$ cat src/rtl/namuru_regs_pkg.sv
// Shared definitions for the namuru correlator register map.
// Holds the register word indices, the clear-register bit positions, the
// accumulation fetcher state type and small address helpers. Both the
// correlator slave and the fetcher import this package so they agree on
// the register layout.
package namuru_regs_pkg;

    // Per-channel accumulation result registers (channel 0), word indices.
    localparam logic [7:0] REG_I_EARLY     = 8'h04;
    localparam logic [7:0] REG_Q_EARLY     = 8'h05;
    localparam logic [7:0] REG_I_PROMPT    = 8'h06;
    localparam logic [7:0] REG_Q_PROMPT    = 8'h07;
    localparam logic [7:0] REG_I_LATE      = 8'h08;
    localparam logic [7:0] REG_Q_LATE      = 8'h09;
    localparam logic [7:0] REG_CODE_MEAS   = 8'h0A;
    localparam logic [7:0] REG_CARR_MEAS   = 8'h0B;
    localparam logic [7:0] REG_EPOCH       = 8'h0C;
    localparam logic [7:0] REG_EPOCH_CHECK = 8'h0D;

    // Global status / control registers, word indices.
    localparam logic [7:0] REG_STATUS      = 8'hE0;
    localparam logic [7:0] REG_NEW_DATA    = 8'hE1;
    localparam logic [7:0] REG_CLEAR       = 8'hE4;
    localparam logic [7:0] REG_HWTAG       = 8'hEF;

    // Bit positions inside the clear register.
    localparam int CLR_STATUS_BIT   = 0;
    localparam int CLR_NEW_DATA_BIT = 1;

    typedef enum logic [2:0] {
        ST_IDLE    = 3'd0,
        ST_RD_REQ  = 3'd1,
        ST_RD_WAIT = 3'd2,
        ST_PUSH    = 3'd3,
        ST_WR_REQ  = 3'd4,
        ST_WR_WAIT = 3'd5
    } fetch_state_t;

    // Byte address of a register word index relative to the slave base.
    function automatic logic [31:0] reg_addr(input logic [31:0] base,
                                             input logic [7:0]  idx);
        return base + {22'b0, idx, 2'b00};
    endfunction

    // Next read index in the dump order: STATUS -> NEW_DATA -> 0x04..0x0D.
    // Only called when the current record is not the last one.
    function automatic logic [7:0] next_read_idx(input logic [7:0] idx);
        return (idx == REG_NEW_DATA) ? REG_I_EARLY : idx + 8'd1;
    endfunction

endpackage

$ cat src/rtl/namuru_accum_fetcher_if.sv
// Wishbone classic bus bundle between the accumulation fetcher (master)
// and the correlator register slave.
//   wbm_adr_o  byte address          wbm_dat_o  write data
//   wbm_dat_i  read data             wbm_sel_o  byte selects
//   wbm_cyc_o  bus cycle             wbm_stb_o  strobe
//   wbm_we_o   write enable          wbm_ack_i  slave acknowledge
// Handshake: a transfer is presented with cyc=stb=1 and held unchanged
// until ack is sampled high; that edge completes it.
interface namuru_accum_fetcher_if;
    logic [31:0] wbm_adr_o;
    logic [31:0] wbm_dat_o;
    logic [31:0] wbm_dat_i;
    logic [3:0]  wbm_sel_o;
    logic        wbm_cyc_o;
    logic        wbm_stb_o;
    logic        wbm_we_o;
    logic        wbm_ack_i;

    modport master (
        output wbm_adr_o, wbm_dat_o, wbm_sel_o, wbm_cyc_o, wbm_stb_o, wbm_we_o,
        input  wbm_dat_i, wbm_ack_i
    );

    modport slave (
        input  wbm_adr_o, wbm_dat_o, wbm_sel_o, wbm_cyc_o, wbm_stb_o, wbm_we_o,
        output wbm_dat_i, wbm_ack_i
    );
endinterface

$ cat src/rtl/namuru_wbm_port.sv
// Single-transfer Wishbone classic master port with ack timeout.
//   clk, rstn  clock, synchronous active-low reset
//   start      pulse: latch adr/we/wdata and raise cyc/stb next cycle
//   done       combinational: ack sampled this cycle while stb is high
//   timeout    combinational: stb waited ACK_TIMEOUT cycles with no ack
//   rdata      read data, valid together with done
//   wb         Wishbone master modport
// cyc/stb/adr/we/dat_o are registered and drop on the edge that sees
// done or timeout, so stb is never high in the cycle after an ack.
module namuru_wbm_port #(
    parameter int ACK_TIMEOUT = 16
) (
    input  logic        clk,
    input  logic        rstn,
    input  logic        start,
    input  logic        we,
    input  logic [31:0] adr,
    input  logic [31:0] wdata,
    output logic        done,
    output logic        timeout,
    output logic [31:0] rdata,
    namuru_accum_fetcher_if.master wb
);

    // The timer holds the number of no-ack cycles already spent, so the
    // abort fires in the ACK_TIMEOUT-th cycle of stb.
    localparam logic [7:0] TMO_LAST = 8'(ACK_TIMEOUT - 1);

    logic [7:0] timer;

    assign done    = wb.wbm_stb_o & wb.wbm_ack_i;
    assign timeout = wb.wbm_stb_o & ~wb.wbm_ack_i & (timer == TMO_LAST);
    assign rdata   = wb.wbm_dat_i;

    always_ff @(posedge clk) begin
        if (!rstn) begin
            wb.wbm_cyc_o <= 1'b0;
            wb.wbm_stb_o <= 1'b0;
            wb.wbm_we_o  <= 1'b0;
            wb.wbm_sel_o <= 4'h0;
            wb.wbm_adr_o <= 32'h0;
            wb.wbm_dat_o <= 32'h0;
            timer        <= 8'h0;
        end else if (start) begin
            wb.wbm_cyc_o <= 1'b1;
            wb.wbm_stb_o <= 1'b1;
            wb.wbm_we_o  <= we;
            wb.wbm_sel_o <= 4'hF;
            wb.wbm_adr_o <= adr;
            wb.wbm_dat_o <= wdata;
            timer        <= 8'h0;
        end else if (wb.wbm_stb_o) begin
            if (done || timeout) begin
                wb.wbm_cyc_o <= 1'b0;
                wb.wbm_stb_o <= 1'b0;
                wb.wbm_we_o  <= 1'b0;
                wb.wbm_sel_o <= 4'h0;
                wb.wbm_dat_o <= 32'h0;
                timer        <= 8'h0;
            end else begin
                timer <= timer + 8'd1;
            end
        end
    end

endmodule

$ cat src/rtl/namuru_accum_fetcher.sv
// Accumulation dump fetcher for the namuru correlator.
// On a rising edge of accum_int it reads STATUS and NEW_DATA, then the ten
// channel-0 result registers if NEW_DATA bit0 is set, forwarding every
// word as a record, and finally writes the clear register.
//   correlator_clk, rstn      clock, synchronous active-low reset
//   enable                    gate for new triggers
//   accum_int                 level interrupt from the correlator
//   ovr_clr                   clears the overrun flag
//   wb                        Wishbone master bus
//   rec_valid/rec_ready       record stream handshake; a record transfers
//                             on an edge with both high and stays stable
//                             until then
//   rec_data/rec_idx/rec_last record payload, word index, end-of-dump mark
//   busy, err, ovr            status: sequence active, ack timeout, overrun
//   dbg_state                 current FSM state
module namuru_accum_fetcher
    import namuru_regs_pkg::*;
#(
    parameter logic [31:0] BASE_ADDR   = 32'h0000_0000,
    parameter int          ACK_TIMEOUT = 16,
    parameter logic [1:0]  CLEAR_MASK  = 2'b11
) (
    input  logic         correlator_clk,
    input  logic         rstn,
    input  logic         enable,
    input  logic         accum_int,
    input  logic         ovr_clr,
    namuru_accum_fetcher_if.master wb,
    output logic         rec_valid,
    input  logic         rec_ready,
    output logic [31:0]  rec_data,
    output logic [7:0]   rec_idx,
    output logic         rec_last,
    output logic         busy,
    output logic         err,
    output logic         ovr,
    output fetch_state_t dbg_state
);

    fetch_state_t state, next_state;
    logic [7:0]   cur_idx;
    logic [7:0]   start_idx;
    logic         start, start_we;
    logic [31:0]  start_wdata;
    logic [31:0]  clear_word;
    logic         new_data_q;
    logic         accum_q;
    logic         rise;
    logic         rd_done;
    logic         port_done, port_timeout;
    logic [31:0]  port_rdata;

    assign rise      = accum_int & ~accum_q;
    assign rec_valid = (state == ST_PUSH);
    assign busy      = (state != ST_IDLE);
    assign dbg_state = state;
    assign rd_done   = port_done & ((state == ST_RD_REQ) | (state == ST_RD_WAIT));

    always_comb begin
        clear_word                   = 32'h0;
        clear_word[CLR_STATUS_BIT]   = CLEAR_MASK[0];
        clear_word[CLR_NEW_DATA_BIT] = CLEAR_MASK[1];
    end

    assign start_wdata = start_we ? clear_word : 32'h0;

    namuru_wbm_port #(
        .ACK_TIMEOUT(ACK_TIMEOUT)
    ) u_port (
        .clk    (correlator_clk),
        .rstn   (rstn),
        .start  (start),
        .we     (start_we),
        .adr    (reg_addr(BASE_ADDR, start_idx)),
        .wdata  (start_wdata),
        .done   (port_done),
        .timeout(port_timeout),
        .rdata  (port_rdata),
        .wb     (wb)
    );

    // Requests are launched on the transition into RD_REQ/WR_REQ so that
    // stb is already high in those states.
    always_comb begin
        next_state = state;
        start      = 1'b0;
        start_we   = 1'b0;
        start_idx  = cur_idx;
        case (state)
            ST_IDLE: begin
                if (rise && enable) begin
                    next_state = ST_RD_REQ;
                    start      = 1'b1;
                    start_idx  = REG_STATUS;
                end
            end
            ST_RD_REQ, ST_RD_WAIT: begin
                if (port_done)         next_state = ST_PUSH;
                else if (port_timeout) next_state = ST_IDLE;
                else                   next_state = ST_RD_WAIT;
            end
            ST_PUSH: begin
                if (rec_ready) begin
                    start = 1'b1;
                    if (rec_last) begin
                        next_state = ST_WR_REQ;
                        start_we   = 1'b1;
                        start_idx  = REG_CLEAR;
                    end else begin
                        next_state = ST_RD_REQ;
                        start_idx  = next_read_idx(cur_idx);
                    end
                end
            end
            ST_WR_REQ, ST_WR_WAIT: begin
                if (port_done || port_timeout) next_state = ST_IDLE;
                else                           next_state = ST_WR_WAIT;
            end
            default: next_state = ST_IDLE;
        endcase
    end

    always_ff @(posedge correlator_clk) begin
        if (!rstn) begin
            state      <= ST_IDLE;
            cur_idx    <= 8'h0;
            new_data_q <= 1'b0;
            // Treat the interrupt as already high so a level present at
            // reset release is not mistaken for an edge.
            accum_q    <= 1'b1;
            rec_data   <= 32'h0;
            rec_idx    <= 8'h0;
            rec_last   <= 1'b0;
            err        <= 1'b0;
            ovr        <= 1'b0;
        end else begin
            state   <= next_state;
            accum_q <= accum_int;
            if (start) cur_idx <= start_idx;

            if (state == ST_IDLE && rise && enable) begin
                err        <= 1'b0;
                new_data_q <= 1'b0;
            end else if (port_timeout) begin
                err <= 1'b1;
            end

            if (rd_done) begin
                rec_data <= port_rdata;
                rec_idx  <= cur_idx;
                rec_last <= ((cur_idx == REG_NEW_DATA) && !port_rdata[0]) ||
                            (cur_idx == REG_EPOCH_CHECK);
                if (cur_idx == REG_NEW_DATA) new_data_q <= port_rdata[0];
            end

            // A set in the same cycle as a clear wins.
            if (rise && busy)  ovr <= 1'b1;
            else if (ovr_clr)  ovr <= 1'b0;
        end
    end

endmodule

$ cat src/flat_wrapper.sv
// flat-port wrapper written by rule: the top's interface ports become plain ports
module namuru_accum_fetcher_flat import namuru_regs_pkg::*;
#(
    parameter logic [31:0] BASE_ADDR   = 32'h0000_0000,
    parameter int          ACK_TIMEOUT = 16,
    parameter logic [1:0]  CLEAR_MASK  = 2'b11
)
  (correlator_clk, rstn, enable, accum_int, ovr_clr, rec_valid, rec_ready, rec_data, rec_idx, rec_last, busy, err, ovr, dbg_state, wb_wbm_adr_o, wb_wbm_dat_o, wb_wbm_sel_o, wb_wbm_cyc_o, wb_wbm_stb_o, wb_wbm_we_o, wb_wbm_dat_i, wb_wbm_ack_i);
  namuru_accum_fetcher_if wb_i ();
  input  logic correlator_clk;
  input  logic rstn;
  input  logic enable;
  input  logic accum_int;
  input  logic ovr_clr;
  output logic rec_valid;
  input  logic rec_ready;
  output logic [31:0] rec_data;
  output logic [7:0] rec_idx;
  output logic rec_last;
  output logic busy;
  output logic err;
  output logic ovr;
  output fetch_state_t dbg_state;
  output wire logic [$bits(wb_i.wbm_adr_o)-1:0] wb_wbm_adr_o;
  output wire logic [$bits(wb_i.wbm_dat_o)-1:0] wb_wbm_dat_o;
  output wire logic [$bits(wb_i.wbm_sel_o)-1:0] wb_wbm_sel_o;
  output wire logic [$bits(wb_i.wbm_cyc_o)-1:0] wb_wbm_cyc_o;
  output wire logic [$bits(wb_i.wbm_stb_o)-1:0] wb_wbm_stb_o;
  output wire logic [$bits(wb_i.wbm_we_o)-1:0] wb_wbm_we_o;
  input wire logic [$bits(wb_i.wbm_dat_i)-1:0] wb_wbm_dat_i;
  input wire logic [$bits(wb_i.wbm_ack_i)-1:0] wb_wbm_ack_i;
  assign wb_wbm_adr_o = wb_i.wbm_adr_o;
  assign wb_wbm_dat_o = wb_i.wbm_dat_o;
  assign wb_wbm_sel_o = wb_i.wbm_sel_o;
  assign wb_wbm_cyc_o = wb_i.wbm_cyc_o;
  assign wb_wbm_stb_o = wb_i.wbm_stb_o;
  assign wb_wbm_we_o = wb_i.wbm_we_o;
  assign wb_i.wbm_dat_i = wb_wbm_dat_i;
  assign wb_i.wbm_ack_i = wb_wbm_ack_i;
  namuru_accum_fetcher #(.BASE_ADDR(BASE_ADDR), .ACK_TIMEOUT(ACK_TIMEOUT), .CLEAR_MASK(CLEAR_MASK)) u_core (.correlator_clk(correlator_clk), .rstn(rstn), .enable(enable), .accum_int(accum_int), .ovr_clr(ovr_clr), .wb(wb_i), .rec_valid(rec_valid), .rec_ready(rec_ready), .rec_data(rec_data), .rec_idx(rec_idx), .rec_last(rec_last), .busy(busy), .err(err), .ovr(ovr), .dbg_state(dbg_state));
endmodule
$ cat config.mk
export PLATFORM = sky130hd
export DESIGN_NAME = namuru_accum_fetcher_flat
export DESIGN_NICKNAME = d
export VERILOG_FILES = /design/src/rtl/namuru_regs_pkg.sv /design/src/rtl/namuru_accum_fetcher_if.sv /design/src/rtl/namuru_wbm_port.sv /design/src/rtl/namuru_accum_fetcher.sv /design/src/flat_wrapper.sv
export SDC_FILE = /design/constraint.sdc
export NUM_CORES = 1
export LEC_CHECK = 0
export CORE_MARGIN = 10
export CORE_UTILIZATION = 40
export CTS_CLUSTER_DIAMETER = 60
export DETAILED_ROUTE_END_ITERATION = 12
export PLACE_DENSITY_LB_ADDON = 0.2
export SLEW_MARGIN = 20
export SYNTH_ARGS = -nofsm -noshare
export SYNTH_HDL_FRONTEND = slang
export SYNTH_SLANG_ARGS = --single-unit
$ cat constraint.sdc
create_clock -name correlator_clk -period 2.4 [get_ports correlator_clk]
set_input_delay 0.48 -clock correlator_clk [delete_from_list [all_inputs] [get_ports correlator_clk]]
set_output_delay 0.48 -clock correlator_clk [all_outputs]
set_load 0.05 [all_outputs]
* Word-level counts from Yosys, hierarchy flattened
Index checks and enable logic that the tools add are counted.
** Storage, ports and cells
- Bits in registers :: 102
- Logic and storage cells :: 91
** Operators by class
- Bitwise operators :: 9
- Reductions and logical operators :: 21
- Equality and inequality tests :: 10
- Add/subtract/negate cells :: 2
- Muxes and demuxes :: 35
** Operators by type and width (number)
- 32-bit two-way mux :: 3
- 8-bit two-way mux :: 5
- 8-bit by 1-bit adder with 8-bit output (second input constant) :: 2
- 8-bit by 4-bit == test with 1-bit output (second input constant) :: 2
- 8-bit one-hot mux with 2 select lines :: 1
- 3-bit two-way mux :: 5
- 1-bit two-way mux :: 14
- 4-bit two-way mux :: 3
- 3-bit one-hot mux with 4 select lines :: 1
- 8-bit == test (second input constant) :: 1
- 2-bit nonzero test :: 4
- 2-bit OR reduction :: 4
- 3-bit by 2-bit == test with 1-bit output (second input constant) :: 2
- 3-bit == test (second input constant) :: 2
- 1-bit AND :: 5
- 1-bit logical AND :: 5
- 2-bit two-way mux :: 2
- 2-bit by 1-bit != test with 1-bit output (second input constant) :: 2
- 2-bit AND reduction :: 2
- 4-bit AND reduction :: 1
- 3-bit by 1-bit == test with 1-bit output (second input constant) :: 1
- 3-bit zero test :: 1
- 1-bit inverter :: 3
- 3-bit nonzero test :: 1
- other kinds (4) :: 5

* Depth between registers and ports, before layout
- Word-level depth :: 7
- Gate-level depth with buffers :: 7

* Cells and area by module
From an unflattened synthesis, not the netlist that was laid out.
** Unflattened totals
- Cell total of the unflattened synthesis :: 573
- Area, all modules :: 5320.1 um^2
** Modules (own cells, without submodules)
- namuru_wbm_port :: cells an instance 271, times used 1, area each 2982.9 um^2
- namuru_accum_fetcher :: cells an instance 302, times used 1, area each 2337.2 um^2

* Least setup slack after synthesis
No wires, ideal clock.
- Kind :: reg2reg
- Start :: register u_core.state[1], in the netlist u_core.dbg_state[1]
- End :: register u_core.cur_idx[3]
- Path slack :: 0.404 ns
- Path buffers :: 2
- Cell stages (with the launch flop) :: 7
- Arrival time :: 1.904 ns
- Setup time :: 0.092 ns
- Required time :: 2.308 ns
- Cells stage by stage :: dfxtp_1 buf_6 and3b_1 buf_2 a22o_1 nand3_1 o32ai_1
** Between the ends
- Word-level cells in the longest chain between the ends :: 3
** Ends and longest elaborated chain
- start: declaration :: line namuru_accum_fetcher.sv:40 : fetch_state_t state, next_state;
- start signal: assignment :: line namuru_accum_fetcher.sv:137 : state <= next_state;
- 3-bit by 2-bit == test with 1-bit output *
- net rec_valid :: line flat_wrapper.sv:15 : output logic rec_valid;
- 1-bit one-hot mux with 2 select lines, or another cell as far along :: line namuru_accum_fetcher.sv:89 : case (state)
- 4-bit AND reduction (no line)
- end signal: assignment :: line namuru_accum_fetcher.sv:139 : if (start) cur_idx <= start_idx;
- end: declaration :: line namuru_accum_fetcher.sv:41 : logic [7:0] cur_idx;
The timed path passes the listed nets; every way through them passes the cells marked *.
A chain may end at the register's enable or synchronous reset.

* Worst setup path after layout
- Start :: register u_core.state[1], in the netlist u_core.dbg_state[1]
- End :: output port dbg_state[1]
** RTL lines
- end: declaration :: line flat_wrapper.sv:23 : output fetch_state_t dbg_state;
No word-level cell between the ends.

==> metrics.yaml <==
detailed_routing:
  first_iter_violations: 63
  vias: 2828
  via_per_inst: 4.71
  wl_per_cell_um: 14.9
  drc_errors: 0
  firstDrtPassIters: 5
  finalWirelength_um: 8970
  ant_nets: 0
yosys:
  yosys.area_share.simple: 0.221
  postSynthAreaPerCell_um2: 8.06
  ys_ff_latch: 66
  synth_cells: 396
  yosysSeqAreaShare: 0.414
  synth_edf_count: 0
  synth_top_family_by_area: "simple AND/OR/NAND/NOR gates"
  synth_compound_area_frac: 0.151
  yosysWarnings: 0
  synth.distinct_cells: 50
  synthMuxAreaShare: 0
  synthFlopType: "dfxtp_1"
  synthXorXnorAreaFrac: 0.0192
  syn_area_um2: 3190
  async_reset_ff_frac: 0
  synth-adder-area-share: 0.0118
cts:
  cts_tree: "done"
  cts_buffers: 9
  path_clk_slew_ns: 0.08
  root_buffer: "clkbuf_8"
  cts_setup_buffers: 0
  htree_levels: 3
  insertion_delay_ns: 0.34
  clock-sinks: 66
  ctsResizeCount: 0
  cts.path.max_buffers: 2
  hold_buffers: 0
timing:
  post-route-min-period_ns: 2.26
  finalHoldViolCount: 0
  fin_tns_setup_ns: 0
  slew_viol_final: 0
  slew_headroom: 0.643
  clock-skew-final_ns: 0.00799
  finalSetupViolations: 0
  tightestPinTransition_ns: 0.534
  fmax_mhz: 442
  rsz0062_at_grt: "false"
  post-route-period-util: 0.942
  setup_slack_ns: 0.138
floorplan:
  fp.coreArea_um2: 7730
  initial_utilization: 0.413
  dieArea_um2: 12000
  io_pins: 158
  die_x_um: 109
  rows: 32
  fp.dieH_um: 109
layout:
  diodes: 0
  mostFrequentLayoutCell: "clkdlybuf4s50_1"
  final_util: 0.565
  final_cells: 601
  nets: 536
  area_growth_pct: 36.8
  final_cell_mix: "101 x clkdlybuf4s50_1, 93 x nand2_1, 66 x dfxtp_1"
  fillers: 719
  drive_above_1_share: 0.0782
global_route:
  grt_pass1_vias: 2620
  grt-ovfl-total: 0
  track_usage: 0.141
  grt_pass1_wl_um: 13500
  grt_max_degree: 50
  antenna_found_initial: 0
placement:
  place_congestion: 0.849
  dp.cells: 585
  portBuffers: 103
  dpl_worst_slack_ns: 0.241
  hpwl_um: 6660
critical_path:
  cp_top_family: "buffers and inverters"
  rr_endpoint: "u_core.rec_last"
  worstSetupEndpointType: "primary output"
  r2r_start: "u_core.cur_idx[0]"
  crit_chain: "clkdlybuf4s50_1"
  crit_buf_inv: 1
  crit_required_ns: 1.92
  path_max_fanout: 11
  r2r_setup_slack_ns: 0.56
  rr_worst_depth: 5
  critical_path_class: "reg -> out"
  crit_slowest_cell: "clkdlybuf4s50_1"
  cp.arrival_ns: 1.78
  start_kind: "flop"
  critPathMaxStageDelay_ns: 0.90
power_and_ir_drop:
  ir_drop_v: 0.000313
  p_leak_nw: 1.57
  powerDensity_nw_per_um2: 656
worst_hold_path:
  whs_path_depth: 2
  holdPathEnd: "u_core.rec_data[1]"
  hold_path.class: "reg -> reg"
  min_from: "u_core.rec_data[1]"
run:
  cap_violations: 0
status:
  status: "finished, final reports clean"
## cells by family (layout without fill, tap and decap cells)
kind of cell             Yosys count  in the layout
adder cells (fa/ha/maj)            3              3
AO/OA/AOI/OAI                     79             79
XOR/XNOR                           7              7
flip-flops                        66             66
AND/OR/NAND/NOR                  151            151
buffers and inverters             89            139
other                              1             54
## flip-flops by register name (all words and copies together) (netlist names)
name / count
u_core.rec_data: 32
u_core.accum_q: 1
u_core.cur_idx: 8
u_core.err: 1
u_core.rec_idx: 8
u_core.u_port.wb.wbm_sel_o: 1
u_core.dbg_state: 3
u_core.u_port.timer: 8
u_core.rec_last: 1
u_core.u_port.wb.wbm_stb_o: 1
u_core.u_port.wb.wbm_dat_o: 1
u_core.ovr: 1
## cell type report
class	instances	area, µm²	area share
clock buffers	10	138	0.0315
clock inverters	6	114	0.0261
inverters	8	30.0	0.00688
multi-input cells	294	1490	0.342
flip-flops and latches	66	1320	0.303
well taps	102	128	0.0292
repair buffers	115	1140	0.261
## stage by stage
stage	total power (W)	hold WS [ns]	cell area, µm²
3_3_place_gp	0.00172	0.440	4110
3_5_place_dp	0.00172	0.447	4110
4_1_cts	0.00289	0.457	4370
2_1_floorplan	0.00164	0.483	3390
6_report	0.00287	0.454	4370
5_1_grt	0.00298	0.477	4370
## report_power, final
group / total (W) / switching [W] / internal (W)
Sequential: 0.00115 / 0.0000320 / 0.00111
Clock: 0.00117 / 0.000448 / 0.000720
Combinational: 0.000552 / 0.000402 / 0.000150
Total: 0.00287 / 0.000882 / 0.00198
## metal layers
layer | track usage | vias to the layer above | wire (µm)
met5 | 0 | - | 0
met4 | 0.0474 | 0 | 99
met3 | 0.0591 | 10 | 1040
met2 | 0.221 | 104 | 4280
met1 | 0.171 | 1304 | 3540
li1 | - | 1410 | -
## how the worst max path moves through the flow
stage	cells past startpoint	startpoint	to	slack, ns
finish	1	u_core.dbg_state[1]	dbg_state[1]	0.14
global route	1	u_core.dbg_state[1]	dbg_state[1]	0.06
CTS	1	u_core.dbg_state[1]	dbg_state[1]	0.12
detailed placement	5	accum_int	u_core.cur_idx[4]	0.24
global placement	5	accum_int	u_core.cur_idx[3]	0.23
floorplan	6	u_core.dbg_state[1]	u_core.cur_idx[3]	0.40
## cell usage after synthesis, types with 2 or more instances
cell,number,area share
dfxtp_1,66,0.41
nor2_1,13,0.015
or3_1,4,0.0078
inv_1,8,0.0094
nand4b_1,2,0.0055
nand4_1,2,0.0039
a32oi_1,2,0.0055
nand2b_1,7,0.014
ha_1,3,0.012
clkbuf_1,8,0.0094
o31ai_1,2,0.0047
a31oi_1,3,0.0059
xor2_1,2,0.0055
buf_2,12,0.019
o211ai_1,2,0.0047
nor3_2,2,0.0063
nand3_1,12,0.019
or2_2,2,0.0039
buf_4,60,0.14
and4_1,2,0.0055
or4_1,2,0.0047
nor3_1,2,0.0031
xnor2_1,5,0.014
a21oi_1,51,0.080
o32ai_1,2,0.0055
and3b_1,2,0.0055
o21ai_0,3,0.0047
nand2_1,93,0.11
No activity file was read; power rests on OpenSTA's default activity.
